### src/rtl/tribus_pkg.sv
// Shared types and constants for the tridirectional transceiver sequencer.
// Pure definitions: no latency, no flow control.
package tribus_pkg;

   typedef enum logic [1:0] {
      IDLE  = 2'd0,
      SETUP = 2'd1,
      DRIVE = 2'd2,
      HOLD  = 2'd3
   } state_t;

   localparam logic [1:0] PORT_A  = 2'd0;
   localparam logic [1:0] PORT_B  = 2'd1;
   localparam logic [1:0] PORT_C  = 2'd2;

   localparam logic [1:0] SEL_OFF = 2'b11;
   localparam logic [2:0] G_OFF   = 3'b111;

   localparam int DEF_W          = 4;
   localparam int DEF_SETUP_CYC  = 1;
   localparam int DEF_ENABLE_CYC = 2;
   localparam int DEF_HOLD_CYC   = 1;
   localparam int PHASE_W        = 4;

   // Mask bit of a port inside the {A,B,C} destination field.
   function automatic logic [2:0] port_mask(input logic [1:0] port);
      logic [2:0] m;
      m = 3'b000;
      case (port)
         PORT_A:  m = 3'b100;
         PORT_B:  m = 3'b010;
         PORT_C:  m = 3'b001;
         default: m = 3'b000;
      endcase
      return m;
   endfunction

endpackage

### src/rtl/tribus_xfer_ctrl_if.sv
// Host request/ack, transceiver control pins and bus sample for tribus_xfer_ctrl.
// master = host/transceiver side, slave = the sequencer; req is held until ack.
interface tribus_xfer_ctrl_if #(
   parameter int W = 4
);
   logic         req;
   logic [1:0]   src;
   logic [2:0]   dst;
   logic         ack;
   logic         busy;
   logic         err;
   logic         cs;
   logic         s1;
   logic         s0;
   logic         ga;
   logic         gb;
   logic         gc;
   logic [W-1:0] bus_sample;
   logic [W-1:0] cap_data;
   logic         cap_valid;

   modport master (
      output req, src, dst, bus_sample,
      input  ack, busy, err, cs, s1, s0, ga, gb, gc, cap_data, cap_valid
   );

   modport slave (
      input  req, src, dst, bus_sample,
      output ack, busy, err, cs, s1, s0, ga, gb, gc, cap_data, cap_valid
   );
endinterface

### src/rtl/tribus_xfer_ctrl.sv
// Sequences cs/select/enables through SETUP, DRIVE, HOLD; ack after SETUP+ENABLE+HOLD cycles.
// req is ignored while busy; TRIBUS_BROADCAST_EN allows driving both non-source ports at once.
module tribus_xfer_ctrl
   import tribus_pkg::*;
#(
   parameter int W          = DEF_W,
   parameter int SETUP_CYC  = DEF_SETUP_CYC,
   parameter int ENABLE_CYC = DEF_ENABLE_CYC,
   parameter int HOLD_CYC   = DEF_HOLD_CYC
) (
   input  logic                clk,
   input  logic                clr_n,
   tribus_xfer_ctrl_if.slave   bus
);

   localparam logic [PHASE_W-1:0] SETUP_LD  = PHASE_W'(SETUP_CYC - 1);
   localparam logic [PHASE_W-1:0] ENABLE_LD = PHASE_W'(ENABLE_CYC - 1);
   localparam logic [PHASE_W-1:0] HOLD_LD   = PHASE_W'(HOLD_CYC - 1);

   state_t               state_q, state_nx;
   logic [PHASE_W-1:0]   cnt_q, cnt_nx;
   logic [1:0]           src_q, src_nx;
   logic [2:0]           dst_q, dst_nx;
   logic                 legal, dst_shape_ok;
   logic                 accept, reject, capture;

   logic                 cs_q, cs_nx;
   logic [1:0]           sel_q, sel_nx;
   logic [2:0]           g_q, g_nx;
   logic                 ack_q, ack_nx;
   logic                 busy_q, busy_nx;
   logic                 err_q;
   logic [W-1:0]         cap_data_q;
   logic                 cap_valid_q;

   always_comb begin
`ifdef TRIBUS_BROADCAST_EN
      dst_shape_ok = 1'b1;
`else
      dst_shape_ok = $onehot(bus.dst);
`endif
      legal = (bus.src != SEL_OFF) && (bus.dst != 3'b000) &&
              ((bus.dst & port_mask(bus.src)) == 3'b000) && dst_shape_ok;
   end

   always_ff @(posedge clk or negedge clr_n) begin
      if (!clr_n) begin
         state_q <= IDLE;
         cnt_q   <= '0;
         src_q   <= PORT_A;
         dst_q   <= 3'b000;
      end else begin
         state_q <= state_nx;
         cnt_q   <= cnt_nx;
         src_q   <= src_nx;
         dst_q   <= dst_nx;
      end
   end

   always_comb begin
      state_nx = state_q;
      cnt_nx   = cnt_q;
      accept   = 1'b0;
      reject   = 1'b0;
      capture  = 1'b0;
      case (state_q)
         IDLE: begin
            if (bus.req) begin
               if (legal) begin
                  accept   = 1'b1;
                  state_nx = SETUP;
                  cnt_nx   = SETUP_LD;
               end else begin
                  reject   = 1'b1;
               end
            end
         end
         SETUP: begin
            if (cnt_q == '0) begin
               state_nx = DRIVE;
               cnt_nx   = ENABLE_LD;
            end else begin
               cnt_nx   = cnt_q - 1'b1;
            end
         end
         DRIVE: begin
            if (cnt_q == '0) begin
               capture  = 1'b1;
               state_nx = HOLD;
               cnt_nx   = HOLD_LD;
            end else begin
               cnt_nx   = cnt_q - 1'b1;
            end
         end
         HOLD: begin
            if (cnt_q == '0) begin
               state_nx = IDLE;
               cnt_nx   = '0;
            end else begin
               cnt_nx   = cnt_q - 1'b1;
            end
         end
         default: begin
            state_nx = IDLE;
            cnt_nx   = '0;
         end
      endcase

      src_nx = accept ? bus.src : src_q;
      dst_nx = accept ? bus.dst : dst_q;

      // Pins are decoded from the next state so every output leaves a flop.
      cs_nx   = (state_nx == IDLE);
      sel_nx  = (state_nx == IDLE)  ? SEL_OFF : src_nx;
      g_nx    = (state_nx == DRIVE) ? ~dst_nx : G_OFF;
      ack_nx  = (state_nx == HOLD) && (cnt_nx == '0);
      busy_nx = (state_nx != IDLE);
   end

   always_ff @(posedge clk or negedge clr_n) begin
      if (!clr_n) begin
         cs_q        <= 1'b1;
         sel_q       <= SEL_OFF;
         g_q         <= G_OFF;
         ack_q       <= 1'b0;
         busy_q      <= 1'b0;
         err_q       <= 1'b0;
         cap_data_q  <= '0;
         cap_valid_q <= 1'b0;
      end else begin
         cs_q        <= cs_nx;
         sel_q       <= sel_nx;
         g_q         <= g_nx;
         ack_q       <= ack_nx;
         busy_q      <= busy_nx;
         err_q       <= reject;
         cap_valid_q <= capture;
         if (capture) begin
            cap_data_q <= bus.bus_sample;
         end
      end
   end

   assign bus.cs        = cs_q;
   assign bus.s1        = sel_q[1];
   assign bus.s0        = sel_q[0];
   assign bus.ga        = g_q[2];
   assign bus.gb        = g_q[1];
   assign bus.gc        = g_q[0];
   assign bus.ack       = ack_q;
   assign bus.busy      = busy_q;
   assign bus.err       = err_q;
   assign bus.cap_data  = cap_data_q;
   assign bus.cap_valid = cap_valid_q;

endmodule

### src/flat_wrapper.sv
// flat-port wrapper written by rule: the top's interface ports become plain ports
module tribus_xfer_ctrl_flat import tribus_pkg::*;
#(
   parameter int W          = DEF_W,
   parameter int SETUP_CYC  = DEF_SETUP_CYC,
   parameter int ENABLE_CYC = DEF_ENABLE_CYC,
   parameter int HOLD_CYC   = DEF_HOLD_CYC
)
  (clk, clr_n, bus_req, bus_src, bus_dst, bus_bus_sample, bus_ack, bus_busy, bus_err, bus_cs, bus_s1, bus_s0, bus_ga, bus_gb, bus_gc, bus_cap_data, bus_cap_valid);
  tribus_xfer_ctrl_if #(.W(W)) bus_i ();
  input  logic clk;
  input  logic clr_n;
  input wire logic [$bits(bus_i.req)-1:0] bus_req;
  input wire logic [$bits(bus_i.src)-1:0] bus_src;
  input wire logic [$bits(bus_i.dst)-1:0] bus_dst;
  input wire logic [$bits(bus_i.bus_sample)-1:0] bus_bus_sample;
  output wire logic [$bits(bus_i.ack)-1:0] bus_ack;
  output wire logic [$bits(bus_i.busy)-1:0] bus_busy;
  output wire logic [$bits(bus_i.err)-1:0] bus_err;
  output wire logic [$bits(bus_i.cs)-1:0] bus_cs;
  output wire logic [$bits(bus_i.s1)-1:0] bus_s1;
  output wire logic [$bits(bus_i.s0)-1:0] bus_s0;
  output wire logic [$bits(bus_i.ga)-1:0] bus_ga;
  output wire logic [$bits(bus_i.gb)-1:0] bus_gb;
  output wire logic [$bits(bus_i.gc)-1:0] bus_gc;
  output wire logic [$bits(bus_i.cap_data)-1:0] bus_cap_data;
  output wire logic [$bits(bus_i.cap_valid)-1:0] bus_cap_valid;
  assign bus_i.req = bus_req;
  assign bus_i.src = bus_src;
  assign bus_i.dst = bus_dst;
  assign bus_i.bus_sample = bus_bus_sample;
  assign bus_ack = bus_i.ack;
  assign bus_busy = bus_i.busy;
  assign bus_err = bus_i.err;
  assign bus_cs = bus_i.cs;
  assign bus_s1 = bus_i.s1;
  assign bus_s0 = bus_i.s0;
  assign bus_ga = bus_i.ga;
  assign bus_gb = bus_i.gb;
  assign bus_gc = bus_i.gc;
  assign bus_cap_data = bus_i.cap_data;
  assign bus_cap_valid = bus_i.cap_valid;
  tribus_xfer_ctrl #(.W(W), .SETUP_CYC(SETUP_CYC), .ENABLE_CYC(ENABLE_CYC), .HOLD_CYC(HOLD_CYC)) u_core (.clk(clk), .clr_n(clr_n), .bus(bus_i));
endmodule
### config.mk
export PLATFORM = sky130hd
export DESIGN_NAME = tribus_xfer_ctrl_flat
export DESIGN_NICKNAME = d
export VERILOG_FILES = /design/src/rtl/tribus_pkg.sv /design/src/rtl/tribus_xfer_ctrl_if.sv /design/src/rtl/tribus_xfer_ctrl.sv /design/src/flat_wrapper.sv
export SDC_FILE = /design/constraint.sdc
export NUM_CORES = 1
export LEC_CHECK = 0
export CAP_MARGIN = 20
export CORE_ASPECT_RATIO = 0.9
export CORE_MARGIN = 2
export CORE_UTILIZATION = 30
export DETAILED_ROUTE_END_ITERATION = 16
export HOLD_SLACK_MARGIN = 0.12
export PLACE_DENSITY_LB_ADDON = 0.08
export SLEW_MARGIN = 20
export SYNTH_ARGS = -nofsm -noshare
export SYNTH_HDL_FRONTEND = slang
export SYNTH_SLANG_ARGS = --single-unit
### constraint.sdc
create_clock -name clk -period 1.6 [get_ports clk]
set_input_delay 0.32 -clock clk [delete_from_list [all_inputs] [get_ports clk]]
set_output_delay 0.32 -clock clk [all_outputs]
set_load 0.1 [all_outputs]
Word level (Yosys, flattened, before mapping)

Cells that the tools add are included.

Bits in registers: 25
Bits of input ports: 12
Output and inout bits: 14
Logic and storage cells: 63

$add $sub $neg: 3
Equal/unequal tests: 9
Muxes and demuxes: 24
Bitwise gates (word level): 2
Reduce and logical (&&, ||, !) cells: 13

Operator list:

| kind                  | number |
|---|---|
| $mux W4               | 4 |
| $mux W2               | 7 |
| $pmux W4 S3           | 1 |
| $eq A2 B2 Y1 const B  | 5 |
| $pmux W3 S3           | 1 |
| $logic_not A4 Y1      | 2 |
| $mux W1               | 8 |
| $pmux W2 S4           | 1 |
| $eq A2 B1 Y1 const B  | 3 |
| $logic_not A2 Y1      | 3 |
| $mux W3               | 2 |
| $logic_and A1 B1 Y1   | 4 |
| $sub A4 B1 Y4 const B | 1 |
| $and A3 B3 Y3         | 1 |
| $logic_not A3 Y1      | 1 |
| $not A3 Y3            | 1 |
| $reduce_bool A3 Y1    | 1 |
| $add A1 B1 Y2         | 1 |
| $add A2 B1 Y2         | 1 |
| $ne A2 B2 Y1 const B  | 1 |
| $reduce_bool A2 Y1    | 1 |
| $reduce_or A2 Y1      | 1 |

Depth between registers and ports, before layout

Depth in word-level cells: 12
Gate-level depth with buffers: 6

Least setup slack after synthesis

Ideal clock, no wire load.

Kind: input port to flip-flop
Start point: input port bus_dst[0]
End point: register u_core.dst_q[0]
Library setup time: 0.125 ns
Arrival: 1.839 ns
Path slack: -0.364 ns
Cell stages on the path: 6
Buffers on the path: 0
Cells stage by stage: inv_1 > fa_1 > nand3b_1 > nor4_4 > a31oi_4 > mux2_4

Longest elaborated chain between the ends: 8
Elaborated cells on any way between the ends: 13

Ends and longest elaborated chain:

| what                                                        | RTL line                                       | text |
|---|---|---|
| start: declaration                                          | flat_wrapper.sv:15                             | `input wire logic [$bits(bus_i.dst)-1:0] bus_dst;` |
| $add A1 B1 Y2 (implied by the code) (tied with other cells) | tribus_xfer_ctrl.sv:40                         | `dst_shape_ok = $onehot(bus.dst);` |
| $add A2 B1 Y2 (implied by the code) (tied with other cells) | tribus_xfer_ctrl.sv:40                         |  |
| $eq A2 B1 Y1 or $logic_and A1 B1 Y1 (tied branches)         | tribus_xfer_ctrl.sv:40, tribus_xfer_ctrl.sv:42 |  |
| $logic_and A1 B1 Y1                                         | tribus_xfer_ctrl.sv:43                         | `((bus.dst & port_mask(bus.src)) == 3'b000) && dst_shape_ok;` |
| $mux W1                                                     | tribus_xfer_ctrl.sv:69                         | `if (legal) begin` |
| $mux W1                                                     | tribus_xfer_ctrl.sv:68                         | `if (bus.req) begin` |
| $mux W1                                                     | tribus_xfer_ctrl.sv:66                         | `case (state_q)` |
| $mux W3 *                                                   | tribus_xfer_ctrl.sv:110                        | `dst_nx = accept ? bus.dst : dst_q;` |
| net u_core.dst_nx[0]                                        | tribus_xfer_ctrl.sv:23                         | `logic [2:0] dst_q, dst_nx;` |
| end signal: assignment                                      | tribus_xfer_ctrl.sv:56                         | `dst_q <= dst_nx;` |
| end: declaration                                            | tribus_xfer_ctrl.sv:23                         |  |

Mark *: on every way through the listed nets, which the timed path passes. The rest lies on a longest branch.
A chain may end at the register's enable or synchronous reset.

Final worst setup path

Start point: input port bus_dst[2]
End point: register u_core.src_q[0]

Longest elaborated chain between the ends: 8
Elaborated cells on any way between the ends: 12

Ends and longest elaborated chain:

| what                                                                  | RTL line                | text |
|---|---|---|
| parallel branches: the longest is 3 deep, another holds $add A2 B1 Y2 | --                      |  |
| $logic_and A1 B1 Y1 *                                                 | tribus_xfer_ctrl.sv:43  |  |
| $mux W1 *                                                             | tribus_xfer_ctrl.sv:69  |  |
| $mux W1 *                                                             | tribus_xfer_ctrl.sv:68  |  |
| $mux W1 *                                                             | tribus_xfer_ctrl.sv:66  |  |
| $mux W2 *                                                             | tribus_xfer_ctrl.sv:109 | `src_nx = accept ? bus.src : src_q;` |
| net u_core.src_nx[0]                                                  | tribus_xfer_ctrl.sv:22  | `logic [1:0] src_q, src_nx;` |
| end signal: assignment                                                | tribus_xfer_ctrl.sv:55  | `src_q <= src_nx;` |
| end: declaration                                                      | tribus_xfer_ctrl.sv:22  |  |

Mark *: on every way through the listed nets, which the timed path passes.

==> run_results.csv <==
group,metric,value,unit
outcome,outcome,"finished, violations left",
outcome,violations,"negative setup slack",
cts,cts_buffer_depth,2,
floorplanning,fp.coreArea,4070,sq um
worst_setup_path,arrival,1.97,ns
drt,dr.max_layer_used,"met4",
synthesis,synthArstFlopShare,100,%
worst_setup_path,worst_setup_path_end_kind,"flop",
synthesis,synth_edf_count,0,
worst_setup_path,r2r_cells,4,
drt,first_iter_violations,69,
floorplanning,start_util,31.3,%
worst_setup_path,worstSetupStartpointType,"input port",
synthesis,synthTopCellsByArea,"dfrtp_1 37%, dfstp_2 12%, mux2_4 4.7%",
worst_setup_path,path_class,"input port to flop",
finish,antennaDiodeCount,0,
place,gp_congestion,0.756,
synthesis,synth_top_area_cell,"dfrtp_1",
hold_path,holdCritPathClass,"input port to async pin",
worst_setup_path,worst-r2r-setup-slack,0.02,ns
floorplanning,rows,22,
cts,cts.sinks,25,
drt,detail_route.wirelength.met1,1410,um
drt,drt_first_pass_iters,4,
worst_setup_path,path_buf_inv,2,
timing,clock.fmax,553,MHz
finish,drive_gt1_share,49.7,%
flow_run,cap_violations,0,
worst_setup_path,worstSetupPathDepth,7,
floorplanning,io_pins,26,
timing,setup_viol,7,
worst_setup_path,crit_family,"simple AND/OR/NAND/NOR gates",
worst_setup_path,crit_path_max_fanout,7,
synthesis,ys_types,44,
timing,period_share,113,%
cts,clk_pin_slew_worst_paths,0.10,ns
worst_setup_path,crit_end,"u_core.src_q[0]",
synthesis,syn_avg_cell_area,11.4,sq um
finish,fillCellCount,376,
floorplanning,fp.dieW,72.7,um
timing,slew_headroom,77.2,%
drt,post-route-drc-count,0,
global_route,grtUsageTotal,13.2,%
cts,cts_tree,"done",
timing,skew,0.0110,ns
global_route,grt_overflow,0,
synthesis,synthCells,112,
cts,htreeDepth,1,
worst_setup_path,required,1.77,ns
place,port_buffers,25,
global_route,grt_antenna_before_repair,0,
finish,multi_input_area,656,sq um
drt,drt-total-wl,2870,um
timing,slew_violations,0,
synthesis,synth_seq_area_share,49.7,%
finish,seq_area,633,sq um
place,hpwl,2190,um
cts,cts_hold_buf,0,
synthesis,synthFlopType,"dfrtp_1",
worst_setup_path,r2r_start,"u_core.state_q[0]",
timing,hold_viol,0,
timing,setup_slack,-0.208,ns
power_and_ir_drop,finalPower,4.63,mW
drt,routed-wl-met3,83,um
timing,period_minus_slack,1.81,ns
floorplanning,die_h,65.8,um
worst_setup_path,critical_path.cell_chain,"buf_8, inv_8, fa_1, nand3b_1, nor4_4, a31oi_4, mux2_4",
global_route,grt_pass1_wl,4830,um
drt,wl_met2,1350,um
cts,insertion_delay,0.27,ns
synthesis,synth.cell_area,1270,sq um
synthesis,synth_top_area_share,37.3,%
floorplanning,dieArea,4790,sq um
timing,tns,-1.14,ns
timing,rsz0062_at_grt,"yes",
finish,fin_nets,181,
global_route,grt_pass1_vias,1018,
global_route,grt_start_max_net_pins,26,
worst_setup_path,worstReg2RegEnd,"u_core.src_q[0]",
worst_setup_path,cp_slowest_stage_delay,0.49,ns
cts,root_buffer,"clkbuf_8",
power_and_ir_drop,leakagePower,0.908,nW
synthesis,synth-seq-cells,25,
drt,wl_per_cell,13.5,um
cts,cts_made_buffers,3,
worst_setup_path,crit_path_start,"bus_dst[2]",
power_and_ir_drop,ir_drop,921,uV
drt,viasPerCell,4.80,
worst_setup_path,cp_slowest_cell,"fa_1",
finish,syn_to_final_growth,58.2,%
power_and_ir_drop,powerDensity,2300,nW/um^2
drt,final_antenna_net_count,0,
drt,vias,1023,
synthesis,synth_fp_nets,127,
timing,tightest_slew,0.341,ns
synthesis,ys.warnings.count,0,
## stage by stage
step	cell area [sq um]	hold slack [ns]	utilization [%]	cells	setup slack (ns)
final	2020	0.402	49.5	213	-0.208
after global routing	2020	0.397	49.5	213	-0.253
after CTS	2010	0.400	49.3	213	-0.204
after detailed placement	1900	0.400	46.6	205	-1.06
after global placement	1900	0.396	46.6	205	-1.00
after floorplan	1300	0.0244	-	112	-0.361
## worst min-delay path by stage
stage | end | depth (start not counted)
after floorplan | u_core.bus.ack | 0
after global routing | u_core.dst_q[0] | 3
final | u_core.cnt_q[0] | 2
after CTS | u_core.dst_q[0] | 3
after detailed placement | u_core.g_q[0] | 1
after global placement | u_core.g_q[0] | 1
## state kept, by name, indices dropped and copies added, names as in the netlist
signal and cells:
u_core.bus.cap_data 4, u_core.src_q 2, u_core.bus.cap_valid 1, u_core.state_q 2, u_core.bus.err 1, u_core.dst_q 3
u_core.cnt_q 4, u_core.g_q 3, u_core.bus.ack 1, u_core.bus.busy 1, u_core.sel_q 2, u_core.bus.cs 1
## cell usage in the layout (no fill, tap or decap), types with 2 or more instances in the layout
cell             count
buf_4               25
dfrtp_1             19
buf_12              14
nand2_1             10
mux2_4               8
clkdlybuf4s50_1      7
dfstp_2              6
nor2_1               5
inv_2                4
o21ai_0              4
a31oi_1              3
nor3_1               3
clkbuf_8             3
nand2b_1             2
o211ai_1             2
nand3_1              2
and3_1               2
nor2b_1              2
a21oi_1              2
a22o_1               2
a21o_1               2
buf_6                2
## where the power goes
part | internal [mW] | switching [mW]
combinational | 1.31 | 1.75
sequential | 0.959 | 0.234
clock | 0.176 | 0.208
total | 2.44 | 2.19
## area by class of cell
class                   instances  area share, %
multi-input cells              79           32.5
inverters                       6           1.49
repair buffers                 51           29.2
well taps                      48           2.98
flip-flops and latches         25           31.4
clock inverters                 1          0.372
clock buffers                   3           2.05
## synth_stat cells (2+ instances only)
master and count:
a22o_1 2, a31oi_1 3, nor2_1 6, nand3_1 3
a21o_1 2, o21ai_0 5, dfstp_2 6, o211ai_1 2
ha_1 2, dfrtp_1 19, and3_1 2, nor2b_1 2
mux2_4 4, mux2_2 5, a21oi_1 2, nand2b_1 2
inv_1 6, nor3_1 3, nand2_1 11
## cell families after synthesis
kind of cell | Yosys count | synth area share, %
multiplexers | 9 | 9.13
adder cells (fa/ha/maj) | 3 | 3.53
buffers and inverters | 8 | 2.94
AND/OR/NAND/NOR | 42 | 19.3
XOR/XNOR | 1 | 0.687
flip-flops | 25 | 49.7
AO/OA/AOI/OAI | 24 | 14.7
## layer usage
metal	track usage [%]	vias to the layer above
met5	0	-
met4	5.56	0
met3	0.915	2
met2	21.1	22
met1	18.4	490
li1	-	509
## repair_timing
| action | 4_1_cts | 5_1_grt |
|---|---|---|
| resized for setup | 28 | 3 |
| endpoints found under the hold margin | 0 | 0 |
| buffers inserted | 4 | 0 |
| pin swaps | 5 | 4 |
| endpoints found under the setup margin | 23 | 16 |
(Power assumes the default switching activity.)
